File: config.mk
export PLATFORM = sky130hd
export DESIGN_NAME = multicycle_controller_flat
export DESIGN_NICKNAME = d
export VERILOG_FILES = /design/src/rtl/multicycle_controller_pkg.sv /design/src/rtl/multicycle_controller_if.sv /design/src/rtl/multicycle_controller_decode.sv /design/src/rtl/multicycle_controller.sv /design/src/flat_wrapper.sv
export SDC_FILE = /design/constraint.sdc
export NUM_CORES = 1
export LEC_CHECK = 0
export ABC_AREA = 0
export CAP_MARGIN = 10
export CELL_PAD_IN_SITES_DETAIL_PLACEMENT = 1
export CELL_PAD_IN_SITES_GLOBAL_PLACEMENT = 1
export CORE_MARGIN = 3
export CORE_UTILIZATION = 32
export DETAILED_ROUTE_END_ITERATION = 12
export PLACE_DENSITY = 0.72
export SYNTH_ARGS = -nofsm -noshare
export SYNTH_HDL_FRONTEND = slang
export SYNTH_SLANG_ARGS = --single-unit
File: constraint.sdc
create_clock -name clk -period 2.7 [get_ports clk]
set_input_delay 0.54 -clock clk [delete_from_list [all_inputs] [get_ports clk]]
set_output_delay 0.54 -clock clk [all_outputs]
set_load 0.01 [all_outputs]
File: src/rtl/multicycle_controller_pkg.sv
// Shared types and encodings for the multi-cycle MIPS control unit.
// State enum, opcode/funct constants, mux select encodings and ALUOp codes.
package mc_ctrl_pkg;

    typedef enum logic [2:0] {
        ST_FETCH  = 3'd0,
        ST_DECODE = 3'd1,
        ST_EXEC   = 3'd2,
        ST_MEM    = 3'd3,
        ST_WB     = 3'd4,
        ST_HALT   = 3'd5
    } state_e;

    localparam logic [5:0] OP_RTYPE = 6'h00;
    localparam logic [5:0] OP_REGIMM = 6'h01;
    localparam logic [5:0] OP_J     = 6'h02;
    localparam logic [5:0] OP_JAL   = 6'h03;
    localparam logic [5:0] OP_BEQ   = 6'h04;
    localparam logic [5:0] OP_BNE   = 6'h05;
    localparam logic [5:0] OP_BLEZ  = 6'h06;
    localparam logic [5:0] OP_BGTZ  = 6'h07;
    localparam logic [5:0] OP_ADDI  = 6'h08;
    localparam logic [5:0] OP_ADDIU = 6'h09;
    localparam logic [5:0] OP_SLTI  = 6'h0a;
    localparam logic [5:0] OP_SLTIU = 6'h0b;
    localparam logic [5:0] OP_ANDI  = 6'h0c;
    localparam logic [5:0] OP_LUI   = 6'h0f;
    localparam logic [5:0] OP_LW    = 6'h23;
    localparam logic [5:0] OP_SW    = 6'h2b;

    localparam logic [5:0] F_SLL  = 6'h00;
    localparam logic [5:0] F_SRL  = 6'h02;
    localparam logic [5:0] F_SRA  = 6'h03;
    localparam logic [5:0] F_SLLV = 6'h04;
    localparam logic [5:0] F_SRLV = 6'h06;
    localparam logic [5:0] F_SRAV = 6'h07;
    localparam logic [5:0] F_JR   = 6'h08;
    localparam logic [5:0] F_JALR = 6'h09;
    localparam logic [5:0] F_ADD  = 6'h20;
    localparam logic [5:0] F_ADDU = 6'h21;
    localparam logic [5:0] F_SUB  = 6'h22;
    localparam logic [5:0] F_SUBU = 6'h23;
    localparam logic [5:0] F_AND  = 6'h24;
    localparam logic [5:0] F_OR   = 6'h25;
    localparam logic [5:0] F_XOR  = 6'h26;
    localparam logic [5:0] F_NOR  = 6'h27;
    localparam logic [5:0] F_SLT  = 6'h2a;
    localparam logic [5:0] F_SLTU = 6'h2b;

    localparam logic [1:0] PCS_ALU    = 2'd0;
    localparam logic [1:0] PCS_ALUOUT = 2'd1;
    localparam logic [1:0] PCS_JUMP   = 2'd2;
    localparam logic [1:0] PCS_RS     = 2'd3;

    localparam logic [1:0] RD_RT = 2'd0;
    localparam logic [1:0] RD_RD = 2'd1;
    localparam logic [1:0] RD_RA = 2'd2;

    localparam logic [1:0] M2R_MDR    = 2'd0;
    localparam logic [1:0] M2R_ALUOUT = 2'd1;
    localparam logic [1:0] M2R_PC     = 2'd2;

    localparam logic [1:0] SA_PC    = 2'd0;
    localparam logic [1:0] SA_RS    = 2'd1;
    localparam logic [1:0] SA_SHAMT = 2'd2;

    localparam logic [1:0] SB_RT     = 2'd0;
    localparam logic [1:0] SB_FOUR   = 2'd1;
    localparam logic [1:0] SB_IMM    = 2'd2;
    localparam logic [1:0] SB_IMM_SH = 2'd3;

    localparam logic [2:0] AOP_ADD    = 3'b000;
    localparam logic [2:0] AOP_BRANCH = 3'b001;
    localparam logic [2:0] AOP_RTYPE  = 3'b010;
    localparam logic [2:0] AOP_AND    = 3'b100;
    localparam logic [2:0] AOP_SLT    = 3'b101;

endpackage

File: src/rtl/multicycle_controller_if.sv
// Controller <-> datapath bundle: IR fields and memory ready in, enables/selects/counters out.
// The controller takes the master side; the datapath (or a bench) takes the slave side.
interface multicycle_controller_if
    import mc_ctrl_pkg::*;
#(
    parameter int CNT_W = 32
);
    logic [5:0]       OpCode;
    logic [5:0]       Funct;
    logic             mem_ready;
    logic             pc_write;
    logic             pc_write_cond;
    logic [1:0]       PCSource;
    logic             ir_write;
    logic             iord;
    logic             MemRead;
    logic             MemWrite;
    logic             RegWrite;
    logic [1:0]       RegDst;
    logic [1:0]       MemtoReg;
    logic [1:0]       ALUSrcA;
    logic [1:0]       ALUSrcB;
    logic [3:0]       ALUOp;
    logic [2:0]       Branch;
    logic             ExtOp;
    logic             LuiOp;
    logic             illegal;
    state_e           state;
    logic [CNT_W-1:0] cycle_cnt;
    logic [CNT_W-1:0] instr_cnt;

    modport master (
        input  OpCode, Funct, mem_ready,
        output pc_write, pc_write_cond, PCSource, ir_write, iord, MemRead, MemWrite,
               RegWrite, RegDst, MemtoReg, ALUSrcA, ALUSrcB, ALUOp, Branch, ExtOp,
               LuiOp, illegal, state, cycle_cnt, instr_cnt
    );

    modport slave (
        output OpCode, Funct, mem_ready,
        input  pc_write, pc_write_cond, PCSource, ir_write, iord, MemRead, MemWrite,
               RegWrite, RegDst, MemtoReg, ALUSrcA, ALUSrcB, ALUOp, Branch, ExtOp,
               LuiOp, illegal, state, cycle_cnt, instr_cnt
    );
endinterface

File: src/rtl/multicycle_controller_decode.sv
// Purely combinational opcode/funct classification feeding the controller FSM.
// Anything not listed here is an illegal encoding.
module mc_decode
    import mc_ctrl_pkg::*;
(
    input  logic [5:0] opCode,
    input  logic [5:0] funct,
    output logic       isRtype,
    output logic       isShift,
    output logic       isJump,
    output logic       isJumpReg,
    output logic       isLink,
    output logic       isBranch,
    output logic       isLoad,
    output logic       isStore,
    output logic       isImm,
    output logic       isAnd,
    output logic       isSlt,
    output logic       isLui,
    output logic       illegal
);
    always_comb begin
        isRtype   = 1'b0;
        isShift   = 1'b0;
        isJump    = 1'b0;
        isJumpReg = 1'b0;
        isLink    = 1'b0;
        isBranch  = 1'b0;
        isLoad    = 1'b0;
        isStore   = 1'b0;
        isImm     = 1'b0;
        isAnd     = 1'b0;
        isSlt     = 1'b0;
        isLui     = 1'b0;
        illegal   = 1'b0;
        case (opCode)
            OP_RTYPE: begin
                case (funct)
                    F_SLL, F_SRL, F_SRA: begin
                        isRtype = 1'b1;
                        isShift = 1'b1;
                    end
                    F_SLLV, F_SRLV, F_SRAV, F_ADD, F_ADDU, F_SUB, F_SUBU,
                    F_AND, F_OR, F_XOR, F_NOR, F_SLT, F_SLTU: isRtype = 1'b1;
                    F_JR: begin
                        isJump    = 1'b1;
                        isJumpReg = 1'b1;
                    end
                    F_JALR: begin
                        isJump    = 1'b1;
                        isJumpReg = 1'b1;
                        isLink    = 1'b1;
                    end
                    default: illegal = 1'b1;
                endcase
            end
            OP_J:   isJump = 1'b1;
            OP_JAL: begin
                isJump = 1'b1;
                isLink = 1'b1;
            end
            OP_REGIMM, OP_BEQ, OP_BNE, OP_BLEZ, OP_BGTZ: isBranch = 1'b1;
            OP_ADDI, OP_ADDIU: isImm = 1'b1;
            OP_ANDI: begin
                isImm = 1'b1;
                isAnd = 1'b1;
            end
            OP_SLTI, OP_SLTIU: begin
                isImm = 1'b1;
                isSlt = 1'b1;
            end
            OP_LUI: begin
                isImm = 1'b1;
                isLui = 1'b1;
            end
            OP_LW:   isLoad  = 1'b1;
            OP_SW:   isStore = 1'b1;
            default: illegal = 1'b1;
        endcase
    end
endmodule

File: src/rtl/multicycle_controller.sv
// Multi-cycle MIPS control FSM: FETCH/DECODE/EXEC/MEM/WB, 2-5 cycles per instruction.
// Memory accesses stall in FETCH/MEM until mem_ready, holding strobes and address select.
module multicycle_controller
    import mc_ctrl_pkg::*;
#(
    parameter int CNT_W        = 32,
    parameter bit HANDSHAKE    = 1'b1,
    parameter bit ILLEGAL_TRAP = 1'b0
) (
    input logic                     clk,
    input logic                     reset,
    multicycle_controller_if.master bus
);
    state_e           state, nextState;
    logic [CNT_W-1:0] cycleCnt, instrCnt;
    logic             retire, memOk;
    logic isRtype, isShift, isJump, isJumpReg, isLink, isBranch;
    logic isLoad, isStore, isImm, isAnd, isSlt, isLui, isIllegal;

    mc_decode uDecode (
        .opCode(bus.OpCode), .funct(bus.Funct),
        .isRtype(isRtype), .isShift(isShift), .isJump(isJump), .isJumpReg(isJumpReg),
        .isLink(isLink), .isBranch(isBranch), .isLoad(isLoad), .isStore(isStore),
        .isImm(isImm), .isAnd(isAnd), .isSlt(isSlt), .isLui(isLui), .illegal(isIllegal)
    );

    always_ff @(posedge clk or posedge reset) begin
        if (reset) begin
            state    <= ST_FETCH;
            cycleCnt <= '0;
            instrCnt <= '0;
        end else begin
            state <= nextState;
            if (state != ST_HALT) cycleCnt <= cycleCnt + CNT_W'(1);
            if (retire)           instrCnt <= instrCnt + CNT_W'(1);
        end
    end

    always_comb begin
        memOk             = HANDSHAKE ? bus.mem_ready : 1'b1;
        nextState         = state;
        retire            = 1'b0;
        bus.pc_write      = 1'b0;
        bus.pc_write_cond = 1'b0;
        bus.PCSource      = PCS_ALU;
        bus.ir_write      = 1'b0;
        bus.iord          = 1'b0;
        bus.MemRead       = 1'b0;
        bus.MemWrite      = 1'b0;
        bus.RegWrite      = 1'b0;
        bus.RegDst        = RD_RT;
        bus.MemtoReg      = M2R_MDR;
        bus.ALUSrcA       = SA_PC;
        bus.ALUSrcB       = SB_RT;
        bus.ALUOp         = {1'b0, AOP_ADD};
        bus.Branch        = 3'b000;
        bus.illegal       = 1'b0;
        case (state)
            ST_FETCH: begin
                bus.MemRead = 1'b1;
                bus.ALUSrcB = SB_FOUR;
                if (memOk) begin
                    bus.ir_write = 1'b1;
                    bus.pc_write = 1'b1;
                    nextState    = ST_DECODE;
                end
            end
            ST_DECODE: begin
                bus.ALUSrcB = SB_IMM_SH;
                if (isIllegal) begin
                    // Illegal instructions are dropped without counting as retired.
                    bus.illegal = 1'b1;
                    nextState   = ILLEGAL_TRAP ? ST_HALT : ST_FETCH;
                end else if (isJump) begin
                    bus.pc_write = 1'b1;
                    bus.PCSource = isJumpReg ? PCS_RS : PCS_JUMP;
                    if (isLink) begin
                        bus.RegWrite = 1'b1;
                        bus.RegDst   = isJumpReg ? RD_RD : RD_RA;
                        bus.MemtoReg = M2R_PC;
                    end
                    nextState = ST_FETCH;
                    retire    = 1'b1;
                end else begin
                    nextState = ST_EXEC;
                end
            end
            ST_EXEC: begin
                if (isRtype) begin
                    bus.ALUSrcA = isShift ? SA_SHAMT : SA_RS;
                    bus.ALUOp   = {bus.OpCode[0], AOP_RTYPE};
                    nextState   = ST_WB;
                end else if (isImm) begin
                    bus.ALUSrcA = SA_RS;
                    bus.ALUSrcB = SB_IMM;
                    bus.ALUOp   = {bus.OpCode[0], isAnd ? AOP_AND : (isSlt ? AOP_SLT : AOP_ADD)};
                    nextState   = ST_WB;
                end else if (isLoad || isStore) begin
                    bus.ALUSrcA = SA_RS;
                    bus.ALUSrcB = SB_IMM;
                    bus.ALUOp   = {bus.OpCode[0], AOP_ADD};
                    nextState   = ST_MEM;
                end else if (isBranch) begin
                    bus.ALUSrcA       = SA_RS;
                    bus.ALUOp         = {bus.OpCode[0], AOP_BRANCH};
                    bus.pc_write_cond = 1'b1;
                    bus.PCSource      = PCS_ALUOUT;
                    bus.Branch        = bus.OpCode[2:0];
                    nextState         = ST_FETCH;
                    retire            = 1'b1;
                end else begin
                    nextState = ST_FETCH;
                end
            end
            ST_MEM: begin
                bus.iord     = 1'b1;
                bus.MemRead  = isLoad;
                bus.MemWrite = isStore;
                if (memOk) begin
                    nextState = isLoad ? ST_WB : ST_FETCH;
                    retire    = !isLoad;
                end
            end
            ST_WB: begin
                bus.RegWrite = 1'b1;
                bus.MemtoReg = isLoad ? M2R_MDR : M2R_ALUOUT;
                bus.RegDst   = isRtype ? RD_RD : RD_RT;
                nextState    = ST_FETCH;
                retire       = 1'b1;
            end
            ST_HALT: nextState = ST_HALT;
            default: nextState = ST_FETCH;
        endcase
        bus.ExtOp = !isShift;
        bus.LuiOp = isLui;
        // Reset holds state in FETCH; only the ready-dependent and decode-driven outputs need gating.
        if (reset) begin
            bus.pc_write = 1'b0;
            bus.ir_write = 1'b0;
            bus.ExtOp    = 1'b0;
            bus.LuiOp    = 1'b0;
        end
    end

    assign bus.state     = state;
    assign bus.cycle_cnt = cycleCnt;
    assign bus.instr_cnt = instrCnt;
endmodule

File: src/flat_wrapper.sv
// flat-port wrapper written by rule: the top's interface ports become plain ports
module multicycle_controller_flat import mc_ctrl_pkg::*;
#(
    parameter int CNT_W        = 32,
    parameter bit HANDSHAKE    = 1'b1,
    parameter bit ILLEGAL_TRAP = 1'b0
)
  (clk, reset, bus_OpCode, bus_Funct, bus_mem_ready, bus_pc_write, bus_pc_write_cond, bus_PCSource, bus_ir_write, bus_iord, bus_MemRead, bus_MemWrite, bus_RegWrite, bus_RegDst, bus_MemtoReg, bus_ALUSrcA, bus_ALUSrcB, bus_ALUOp, bus_Branch, bus_ExtOp, bus_LuiOp, bus_illegal, bus_state, bus_cycle_cnt, bus_instr_cnt);
  multicycle_controller_if #(.CNT_W(CNT_W)) bus_i ();
  input logic clk;
  input logic reset;
  input wire logic [$bits(bus_i.OpCode)-1:0] bus_OpCode;
  input wire logic [$bits(bus_i.Funct)-1:0] bus_Funct;
  input wire logic [$bits(bus_i.mem_ready)-1:0] bus_mem_ready;
  output wire logic [$bits(bus_i.pc_write)-1:0] bus_pc_write;
  output wire logic [$bits(bus_i.pc_write_cond)-1:0] bus_pc_write_cond;
  output wire logic [$bits(bus_i.PCSource)-1:0] bus_PCSource;
  output wire logic [$bits(bus_i.ir_write)-1:0] bus_ir_write;
  output wire logic [$bits(bus_i.iord)-1:0] bus_iord;
  output wire logic [$bits(bus_i.MemRead)-1:0] bus_MemRead;
  output wire logic [$bits(bus_i.MemWrite)-1:0] bus_MemWrite;
  output wire logic [$bits(bus_i.RegWrite)-1:0] bus_RegWrite;
  output wire logic [$bits(bus_i.RegDst)-1:0] bus_RegDst;
  output wire logic [$bits(bus_i.MemtoReg)-1:0] bus_MemtoReg;
  output wire logic [$bits(bus_i.ALUSrcA)-1:0] bus_ALUSrcA;
  output wire logic [$bits(bus_i.ALUSrcB)-1:0] bus_ALUSrcB;
  output wire logic [$bits(bus_i.ALUOp)-1:0] bus_ALUOp;
  output wire logic [$bits(bus_i.Branch)-1:0] bus_Branch;
  output wire logic [$bits(bus_i.ExtOp)-1:0] bus_ExtOp;
  output wire logic [$bits(bus_i.LuiOp)-1:0] bus_LuiOp;
  output wire logic [$bits(bus_i.illegal)-1:0] bus_illegal;
  output wire logic [$bits(bus_i.state)-1:0] bus_state;
  output wire logic [$bits(bus_i.cycle_cnt)-1:0] bus_cycle_cnt;
  output wire logic [$bits(bus_i.instr_cnt)-1:0] bus_instr_cnt;
  assign bus_i.OpCode = bus_OpCode;
  assign bus_i.Funct = bus_Funct;
  assign bus_i.mem_ready = bus_mem_ready;
  assign bus_pc_write = bus_i.pc_write;
  assign bus_pc_write_cond = bus_i.pc_write_cond;
  assign bus_PCSource = bus_i.PCSource;
  assign bus_ir_write = bus_i.ir_write;
  assign bus_iord = bus_i.iord;
  assign bus_MemRead = bus_i.MemRead;
  assign bus_MemWrite = bus_i.MemWrite;
  assign bus_RegWrite = bus_i.RegWrite;
  assign bus_RegDst = bus_i.RegDst;
  assign bus_MemtoReg = bus_i.MemtoReg;
  assign bus_ALUSrcA = bus_i.ALUSrcA;
  assign bus_ALUSrcB = bus_i.ALUSrcB;
  assign bus_ALUOp = bus_i.ALUOp;
  assign bus_Branch = bus_i.Branch;
  assign bus_ExtOp = bus_i.ExtOp;
  assign bus_LuiOp = bus_i.LuiOp;
  assign bus_illegal = bus_i.illegal;
  assign bus_state = bus_i.state;
  assign bus_cycle_cnt = bus_i.cycle_cnt;
  assign bus_instr_cnt = bus_i.instr_cnt;
  multicycle_controller #(.CNT_W(CNT_W), .HANDSHAKE(HANDSHAKE), .ILLEGAL_TRAP(ILLEGAL_TRAP)) u_core (.clk(clk), .reset(reset), .bus(bus_i));
endmodule
Yosys cells after proc, flatten, opt, wreduce, memory -nomap -nowiden
Index checks and enable logic that the tools add are counted.

operators by class
  $add $sub $neg = 2
  equal/unequal tests = 40
  muxes and demuxes = 92
  reductions and logical operators = 16

operator list
  operator                                                                count
  6-bit equality test (second input constant)                             12
  32-bit by 1-bit adder with 32-bit output (second input constant)        2
  6-bit by 4-bit equality test with 1-bit output (second input constant)  8
  2-bit 2-to-1 mux                                                        22
  6-bit by 3-bit equality test with 1-bit output (second input constant)  7
  1-bit 2-to-1 mux                                                        40
  3-bit 2-to-1 mux                                                        13
  6-bit by 2-bit equality test with 1-bit output (second input constant)  4
  4-bit 2-to-1 mux                                                        5
  18-bit OR reduction                                                     1
  16-bit OR reduction                                                     1
  3-bit case mux with 5 select lines                                      1
  15-bit OR reduction                                                     1
  6-bit logical NOT                                                       2
  1-bit case mux with 2 select lines                                      6
  2-bit case mux with 2 select lines                                      3
  3-bit by 2-bit equality test with 1-bit output (second input constant)  2
  3-bit equality test (second input constant)                             2
  6-bit by 1-bit equality test with 1-bit output (second input constant)  1
  2-bit case mux with 3 select lines                                      1
  2-bit OR reduction                                                      3
  6-bit OR reduction                                                      1
  5-bit OR reduction                                                      1
  2-bit != test (second input constant)                                   2
  8 further kinds                                                         9

storage, ports and cells
  register bits = 67
  input bits = 15
  output and inout bits = 94
  word-level logic and storage cells = 153

Depth between registers and ports, before layout
Gate-level depths: netlist of the first run.

  depth after elaboration = 9
  mapped depth = 9
  mapped depth without buffers = 6

By module
Synthesis of the first run repeated with hierarchy kept, for this count alone.

second synthesis, totals
  cell total of the unflattened synthesis = 360
  area total of the unflattened synthesis = 3636.0 um^2

modules (own cells, without submodules)
  module                 instances  cells each  area an instance (um^2)  seq. area each (um^2)
  multicycle_controller  1          320         3363.2                   1676.6
  mc_decode              1          40          272.8                    0.0

Least setup slack after synthesis of the first run
OpenSTA, ideal clock, no wires.

  path type = input to output
  from = input port reset
  to = output port bus_pc_write
  arrival time = 2.211 ns
  required time = 2.160 ns
  slack = -0.051 ns
  cell stages on the path = 2
  path buffers = 0
  path through = inv_1 > a21o_1

on the way
  cells in the longest elaborated chain, start to end = 1

ends and longest elaborated chain
  what                RTL line                      RTL
  start: declaration  flat_wrapper.sv:11            input logic reset;
  1-bit 2-to-1 mux    multicycle_controller.sv:137  if (reset) begin
  end: declaration    flat_wrapper.sv:15            output wire logic [$bits(bus_i.pc_write)-1:0] bus_pc_write;

No other way between the ends.

Worst setup path after layout of the first run
  from = input port bus_OpCode[3]
  to = output port bus_PCSource[0]

on the way
  cells in the longest elaborated chain, start to end = 8
  elaborated cells between the ends (all ways) = 37
  classes of those cells = eq/ne: 15; mux: 16; reduce/logical: 6

ends and longest elaborated chain
  what                                                                                                                     RTL line                            RTL
  start: declaration                                                                                                       flat_wrapper.sv:12                  input wire logic [$bits(bus_i.OpCode)-1:0] bus_OpCode;
  6-bit by 1-bit equality test with 1-bit output / 6-bit by 3-bit equality test with 1-bit output (equally long branches)  multicycle_controller_decode.sv:36  case (opCode)
  5-bit OR reduction                                                                                                       multicycle_controller_decode.sv:36
  1-bit 2-to-1 mux                                                                                                         multicycle_controller_decode.sv:36
  1-bit 2-to-1 mux                                                                                                         multicycle_controller.sv:103        end else if (isBranch) begin
  2-bit 2-to-1 mux                                                                                                         multicycle_controller.sv:98         end else if (isLoad || isStore) begin
  2-bit 2-to-1 mux                                                                                                         multicycle_controller.sv:93         end else if (isImm) begin
  2-bit 2-to-1 mux                                                                                                         multicycle_controller.sv:89         if (isRtype) begin
  2-bit case mux with 2 select lines *                                                                                     multicycle_controller.sv:58         case (state)
  end: declaration                                                                                                         flat_wrapper.sv:17                  output wire logic [$bits(bus_i.PCSource)-1:0] bus_PCSource;

Mark *: on every way between the ends. The rest lies on a longest branch, timed or not.

==> out/metrics.json, run 1 <==
{
  "run_status": {
    "status": "complete, but fails checks",
    "violations": "negative setup slack"
  },
  "timing": {
    "tightestPinTransition_ps": 865,
    "maxSlewHeadroom_pct": 42.3,
    "finalHoldViolations": 0,
    "tmin_final_ps": 2770,
    "grt_setup_unrepaired": "yes",
    "fin_setup_tns_ps": -176,
    "post-route-period-util_pct": 103,
    "number_of_pins_with_negative_max_slew_slack_in_the_final_report": 0,
    "final.setup.worst_slack_ps": -71.3,
    "max_freq_mhz": 361,
    "timing.hold.ws_ps": 468,
    "setup_violations": 4,
    "post_route_skew_ps": 10.1
  },
  "place": {
    "portBuffers": 108,
    "post_placement_worst_setup_slack_ps": -670,
    "dp.cells": 661,
    "dpl.hpwl_mm": 8.33,
    "dpl-instance-area_um2": 5280,
    "gp_congestion": 0.850
  },
  "yosys": {
    "synth_async_sr_flop_share_pct": 100,
    "synth_top_cell_by_area": "dfrtp_1",
    "synth_warnings": 0,
    "synth.ff_latch_count": 67,
    "syn_nets": 397,
    "mapped_avg_cell_area_um2": 9.84,
    "dominant_register_cell_in_the_synthesized_netlist": "dfrtp_1",
    "netlist.area_leader.share_pct": 44.8,
    "post_synthesis_cell_count": 380,
    "synth-edff-count": 0,
    "netlist-cell-type-count": 50,
    "post_synth_main_area_contributors": "dfrtp_1, xnor2_1, nand4_1, nand2_1, nor2_1",
    "synth.cell_area_um2": 3740,
    "synth-seq-area-share_pct": 44.8
  },
  "clock_network": {
    "cts.clk_slew.worst_paths_ps": 60,
    "cts-buffers-inserted": 9,
    "htreeDepth": 3,
    "cts_max_path_buffers": 2,
    "cts_root_buffer": "clkbuf_16",
    "cts_tree": "yes",
    "cts.sinks": 67,
    "clk-insertion-delay-late_ps": 330,
    "cts-hold-fix-buffers": 0
  },
  "critical_path": {
    "worst-setup-path-type": "in2out",
    "r2r_cells": 10,
    "critical_path.n_buffers_inverters": 4,
    "timing.critical_path.required_ps": 2160,
    "maximum_fanout_along_the_worst_path": 5,
    "timing.critical_path.cells": "dlygate4sd2_1 -> nor4_2 -> nand2_1 -> buf_4 -> nor2_2 -> buf_4 -> a21o_1 -> dlygate4sd2_1",
    "critPathLaunch": "bus_OpCode[3]",
    "worst_path_dominant_cell_family": "buffers and inverters",
    "slowest_delay_ps": 380,
    "worst_setup_path_end_kind": "output port",
    "data_arrival_critical_path_ps": 2230,
    "cpMaxStageDelayCell": "nor4_2",
    "reg2reg_from": "u_core.bus.state[2]",
    "worst_setup_path_start_kind": "primary input",
    "worstReg2RegEnd": "u_core.bus.instr_cnt[26]",
    "regToRegSetupSlack_ps": 230
  },
  "floorplan": {
    "die_height_um": 114,
    "start_util_pct": 33.6,
    "core_um2": 11100,
    "design.portCount": 109,
    "die_x_um": 114,
    "rows": 38,
    "dieArea_um2": 13000
  },
  "power_and_ir_drop": {
    "vdd_ir_drop_max_mv": 0.309,
    "power.leakage_uw": 0.00255,
    "power-per-cell-area_nw_per_um2": 563
  },
  "drt": {
    "routed_wire_length_per_instance_um": 17.2,
    "drc": 0,
    "top_layer_used": "met4",
    "wl_met2_mm": 5.76,
    "dr_wl_met3_um": 495,
    "routedLengthMet1_mm": 5.46,
    "routed-via-count": 3470,
    "detail-route-antenna-nets": 0,
    "route.detailed.vias_per_inst": 5.04,
    "drt-pass1-iter-count": 4,
    "drtIter0Drc": 129,
    "detail_route.wirelength_mm": 11.9
  },
  "global_route": {
    "globalRouteOverflowTotal": 0,
    "grt_pass1_wl_mm": 19.3,
    "antenna_found_initial": 0,
    "grt_pass1_vias": 3722,
    "pin_count_of_the_biggest_net_entering_global_routing": 68,
    "all_layer_global_routing_usage_pct": 18.3
  },
  "hold_path": {
    "whs_path_depth": 1,
    "hold_end": "u_core.bus.cycle_cnt[31]",
    "worstHoldPathType": "reg2reg",
    "hp-start": "u_core.bus.cycle_cnt[31]"
  },
  "layout": {
    "nets": 560,
    "fin_area_um2": 5820,
    "post_layout_nonfiller_instances": 688,
    "layout-drive-gt1-share_pct": 24.1,
    "areaGrowthSynthToFinish_pct": 55.5,
    "diodes": 0
  },
  "run": {
    "timing.max_cap.violations": 0
  }
}
[final cells by class]
cell class	instances	area, µm²
sequential	67	1680
timing repair buffer	169	1520
multi-input combinational	289	2060
clock inverter	6	113
tap	140	175
inverter	7	30.0
clock buffer	10	239
fill	1244	5310
[through the flow]
stage / utilization, % / power [µW]
detailed placement: 47.4 / 1900
CTS: 51.5 / 3290
finish: 52.3 / 3280
floorplan: - / 1530
global route: 52.3 / 3420
global placement: 47.4 / 1870
[routing by layer]
| metal | vias up | global-route usage [%] |
|---|---|---|
| li1 | 1660 | - |
| met1 | 1714 | 24.8 |
| met2 | 84 | 29.9 |
| met3 | 12 | 3.70 |
| met4 | 0 | 4.99 |
| met5 | - | 0 |
[worst register-to-register path: cells and delay by family (launching register included)]
| family | cells | cell delay (ps) |
|---|---|---|
| flops | 1 | 380 |
| simple gates | 3 | 1030 |
| compound gates | 2 | 290 |
| buf+inv | 4 | 530 |
| xor+xnor | 1 | 130 |
[cell families after synthesis]
group | share of synthesized area [%]
fa+ha+maj | 0.669
xor+xnor | 15.4
compound gates | 5.22
mux | 0.569
simple gates | 29.7
buf+inv | 3.65
flops | 44.8
[synthesized netlist by cell type (2+ instances only)]
cell type  instances
nor2b_1            6
nand3b_1           3
nor3_1            13
o21ai_0            5
and2_1            11
nor4b_1            2
nand4_1           27
clkbuf_1           6
o211ai_1           2
nor2_1            33
nand3_1           23
a22oi_1            2
or3_4              2
nor4_2             3
a21o_1             3
nor3b_1            2
xor2_1            14
ha_1               2
buf_2              4
and3_1            14
a21oi_1            7
or3b_4             2
buf_6              5
nand2b_1           4
and4bb_2           3
xnor2_1           50
nor4_1             2
dfrtp_1           67
and4_1             3
inv_1              7
nand2_1           34
[worst max path at each step]
stage	endpoint	cells after the start
finish	bus_PCSource[0]	8
global route	bus_ALUOp[2]	8
CTS	bus_PCSource[0]	8
detailed placement	bus_RegDst[1]	7
global placement	bus_RegDst[1]	7
floorplan	bus_RegDst[1]	6
[where the power goes]
group	switching, µW	total (µW)	internal [µW]
Clock	445	1370	929
Combinational	324	686	362
Sequential	129	1220	1090
Total	898	3280	2380
[repair_timing]
| item | 4_1_cts | 5_1_grt |
|---|---|---|
| setup endpoints to repair | 25 | 19 |
| endpoints found under the hold margin | 0 | 0 |
| cloned | 0 | 0 |
| pin swaps | 14 | 6 |
| setup buffers | 9 | 3 |
| resized for setup | 83 | 22 |
[sequential cells by signal, summed over array words and instances (netlist names)]
name	count
u_core.bus.cycle_cnt	32
u_core.bus.state	3
u_core.bus.instr_cnt	32
[placed cells by master, fill, tap and decap left out, types with 5 or more instances in the layout]
cell type,synthesis,layout
and2_1,11,10
inv_1,7,6
nor3_1,13,7
clkbuf_16,0,9
dlygate4sd2_1,0,17
nor2_1,33,28
nand4_1,27,27
nor2b_1,6,5
clkdlybuf4s50_1,0,73
clkdlybuf4s15_1,0,7
nand2_1,34,32
nand3_1,23,23
xnor2_1,50,50
buf_4,1,58
xor2_1,14,14
nor3_2,0,5
dfrtp_1,67,67
and3_1,14,14
Power figures use the tool's default switching activity.
==> run 2: changes to the inputs <==
--- a/config.mk
+++ b/config.mk
@@ -10,9 +10,11 @@
 export CELL_PAD_IN_SITES_DETAIL_PLACEMENT = 1
 export CELL_PAD_IN_SITES_GLOBAL_PLACEMENT = 1
 export CORE_MARGIN = 3
-export CORE_UTILIZATION = 32
+export CORE_UTILIZATION = 33
+export CTS_BUF_LIST = sky130_fd_sc_hd__clkbuf_2 sky130_fd_sc_hd__clkbuf_4 sky130_fd_sc_hd__clkbuf_8
 export DETAILED_ROUTE_END_ITERATION = 12
-export PLACE_DENSITY = 0.72
+export GPL_TIMING_DRIVEN = 0
+export PLACE_DENSITY = 0.74
 export SYNTH_ARGS = -nofsm -noshare
 export SYNTH_HDL_FRONTEND = slang
 export SYNTH_SLANG_ARGS = --single-unit
==> run 2 against run 1 <==
Compared with the run above: the run still ends with negative setup slack left; global-route usage about the same; routed wire length shrank 3.1%; via count is 2.7% lower; worst hold slack improved by 18 ps; die area is 2.9% lower; largest power group is now sequential cells.
==> out/metrics.json, run 2 (synthesis results as in run 1) <==
{
  "critical_path": {
    "slowest_delay": {"value": 450, "unit": "ps", "change": "+70 ps"},
    "timing.critical_path.cells": "or3b_4 -> nor2_2 -> nor4b_4 -> o211ai_1 -> nor4_2 -> buf_2",
    "worst-setup-path-type": "reg2out",
    "timing.critical_path.required": {"value": 2160, "unit": "ps", "change": "about the same"},
    "maximum_fanout_along_the_worst_path": {"value": 6, "change": "+1"},
    "cpMaxStageDelayCell": "dfrtp_2",
    "data_arrival_critical_path": {"value": 2210, "unit": "ps", "change": "-20 ps"},
    "worst_setup_path_start_kind": "flop",
    "worst_setup_path_end_kind": "output port"
  },
  "global_route": {
    "grt_pass1_wl": {"value": 18.9, "unit": "mm", "change": "-1.9%"},
    "antenna_found_initial": {"value": 0, "change": "unchanged"},
    "globalRouteOverflowTotal": {"value": 0, "change": "unchanged"},
    "all_layer_global_routing_usage": {"value": 18.4, "unit": "%", "change": "+0.025 points"},
    "grt_pass1_vias": {"value": 3631, "change": "-2.4%"},
    "pin_count_of_the_biggest_net_entering_global_routing": {"value": 33, "change": "-51%"}
  },
  "clock_network": {
    "cts.clk_slew.worst_paths": {"value": 70, "unit": "ps", "change": "about the same"},
    "clk-insertion-delay-late": {"value": 340, "unit": "ps", "change": "about the same"},
    "cts_max_path_buffers": {"value": 2, "change": "unchanged"},
    "cts.sinks": {"value": 67, "change": "unchanged"},
    "cts_tree": "yes",
    "cts-buffers-inserted": {"value": 9, "change": "unchanged"},
    "cts_root_buffer": "clkbuf_8",
    "htreeDepth": {"value": 3, "change": "unchanged"}
  },
  "drt": {
    "route.detailed.vias_per_inst": {"value": 5.08, "change": "+0.69%"},
    "wl_met2": {"value": 5.39, "unit": "mm", "change": "-6.5%"},
    "detail-route-antenna-nets": {"value": 0, "change": "unchanged"},
    "drtIter0Drc": {"value": 163, "change": "+26%"},
    "routed-via-count": {"value": 3377, "change": "-2.7%"},
    "detail_route.wirelength": {"value": 11.5, "unit": "mm", "change": "-3.1%"},
    "drc": {"value": 0, "change": "unchanged"},
    "routedLengthMet1": {"value": 5.37, "unit": "mm", "change": "-1.6%"},
    "dr_wl_met3": {"value": 547, "unit": "µm", "change": "+11%"},
    "routed_wire_length_per_instance": {"value": 17.3, "unit": "µm", "change": "+0.30%"},
    "drt-pass1-iter-count": {"value": 4, "change": "unchanged"},
    "top_layer_used": "met4"
  },
  "floorplan": {
    "start_util": {"value": 34.2, "unit": "%", "change": "+0.58 points"},
    "design.portCount": {"value": 109, "change": "unchanged"},
    "dieArea": {"value": 12700, "unit": "µm²", "change": "-2.9%"},
    "core": {"value": 10900, "unit": "µm²", "change": "-1.7%"},
    "rows": {"value": 38, "change": "unchanged"},
    "die_height": {"value": 112, "unit": "µm", "change": "-1.4%"},
    "die_x": {"value": 112, "unit": "µm", "change": "-1.4%"}
  },
  "timing": {
    "tightestPinTransition": {"value": 860, "unit": "ps", "change": "-5.40 ps"},
    "grt_setup_unrepaired": "yes",
    "max_freq": {"value": 364, "unit": "MHz", "change": "+0.91%"},
    "maxSlewHeadroom": {"value": 42.3, "unit": "%", "change": "+0.045 points"},
    "post-route-period-util": {"value": 102, "unit": "%", "change": "-0.93 points"},
    "tmin_final": {"value": 2750, "unit": "ps", "change": "-25.0 ps"},
    "number_of_pins_with_negative_max_slew_slack_in_the_final_report": {"value": 0, "change": "unchanged"},
    "final.setup.worst_slack": {"value": -46.3, "unit": "ps", "change": "+25.0 ps"},
    "post_route_skew": {"value": 11.3, "unit": "ps", "change": "+1.19 ps"},
    "setup_violations": {"value": 2, "change": "-2"},
    "finalHoldViolations": {"value": 0, "change": "unchanged"}
  },
  "run": {
    "timing.max_cap.violations": {"value": 0, "change": "unchanged"}
  },
  "run_status": {
    "status": "complete, but fails checks",
    "violations": "negative setup slack"
  },
  "layout": {
    "num-fill-cells": {"value": 1271, "change": "+2.2%"},
    "multiInputGateArea": {"value": 2060, "unit": "µm²", "change": "-0.12%"},
    "postLayoutCoreUtil": {"value": 50.0, "unit": "%", "change": "-2.3 points"},
    "commonest_non_fill_non_tap_cell_in_the_layout": "clkdlybuf4s50_1",
    "fin_area": {"value": 5470, "unit": "µm²", "change": "-6.0%"},
    "diodes": {"value": 0, "change": "unchanged"},
    "areaGrowthSynthToFinish_pct": 46.2,
    "nets": {"value": 537, "change": "-4.1%"},
    "mostFrequentLayoutCells": "clkdlybuf4s50_1, dfrtp_1, xnor2_1",
    "sequential_cell_area": {"value": 1680, "unit": "µm²", "change": "+0.15%"},
    "post_layout_nonfiller_instances": {"value": 665, "change": "-3.3%"},
    "layout-drive-gt1-share": {"value": 21.3, "unit": "%", "change": "-2.8 points"}
  },
  "place": {
    "dpl-instance-area": {"value": 4980, "unit": "µm²", "change": "-5.6%"},
    "dpl.hpwl": {"value": 8.05, "unit": "mm", "change": "-3.4%"},
    "gp_congestion": {"value": 0.900, "change": "+5.9%"},
    "portBuffers": {"value": 104, "change": "-3.7%"},
    "dp.cells": {"value": 625, "change": "-5.4%"}
  },
  "power_and_ir_drop": {
    "power.leakage": {"value": 0.00239, "unit": "µW", "change": "-6.3%"},
    "vdd_ir_drop_max": {"value": 0.324, "unit": "mV", "change": "+4.9%"},
    "power-per-cell-area": {"value": 494, "unit": "nW/µm²", "change": "-12%"}
  },
  "hold_path": {
    "worstHoldPathType": "reg2reg"
  }
}
[run 2: changes by cell type in the layout (fill, tap and decap cells not counted), moves of 4 or more]
cell,previous run,this run
dlygate4sd2_1,17,12
buf_2,4,9
clkdlybuf4s15_1,7,3
buf_4,58,23
buf_6,2,6
clkbuf_16,9,0
clkbuf_8,1,10
[run 2: power by group]
part	leakage (µW)	switching (µW)	internal (µW)
clock network	0.000104	389	444
registers	0.000911	113	1090
logic	0.00138	328	340
total	0.00239	830	1870
[run 2: path summary, 6_finish.rpt]
check / startpoint / endpoint / slack (ps) / cells after the start
max: u_core.bus.state[2] / bus_RegDst[1] / -50 / 6
min: u_core.bus.instr_cnt[31] / u_core.bus.instr_cnt[31] / 490 / 1
max reg2reg: u_core.bus.state[2] / u_core.bus.instr_cnt[26] / 270 / 11
min reg2reg: u_core.bus.instr_cnt[31] / u_core.bus.instr_cnt[31] / 490 / 1
max in group asynchronous: reset / u_core.bus.cycle_cnt[23] / 1430 / 3
min in group asynchronous: reset / u_core.bus.instr_cnt[1] / 600 / 3
[run 2: critical path: cells and delay by family, from the launching register on]
kind	cells	cell delay, ps
buf+inv	1	190
compound gates	1	170
flops	1	450
simple gates	4	1060
[run 2: final cells by class]
| cell class | instances | area share [%] |
|---|---|---|
| Timing Repair Buffer | 129 | 22.1 |
| Multi-Input combinational cell | 289 | 37.6 |
| Sequential cell | 67 | 30.7 |
| Tap cell | 140 | 3.20 |
| Clock inverter | 5 | 0.984 |
| Inverter | 7 | 0.549 |
| Clock buffer | 11 | 2.54 |
| Buffer | 16 | 2.22 |
| Timing Repair inverter | 1 | 0.0915 |
[run 2: per-stage QoR]
stage          power (µW)  setup WS (ps)  setup TNS [ps]  hold slack, ps
3_5_place_dp         1850          -1120          -19170             475
3_3_place_gp         1820          -1330          -18960             464
4_1_cts              2730          -66.2            -116             489
5_1_grt              2850           -138            -263             510
2_1_floorplan        1530           23.6               0             508
6_report             2700          -46.3           -58.7             485
[run 2: what timing repair did]
item                       in CTS  in global routing
hold buffers                    0                  0
pin swaps                      12                 12
resized for setup              83                 22
cloned                          3                  0
setup endpoints to repair      24                 18
setup buffers                  18                  5
[run 2: routing by layer]
metal / vias to the layer above / GRT usage, %
met2: 94 / 29.1
li1: 1603 / -
met5: - / 0
met1: 1666 / 24.8
met4: 0 / 5.93
met3: 14 / 4.42
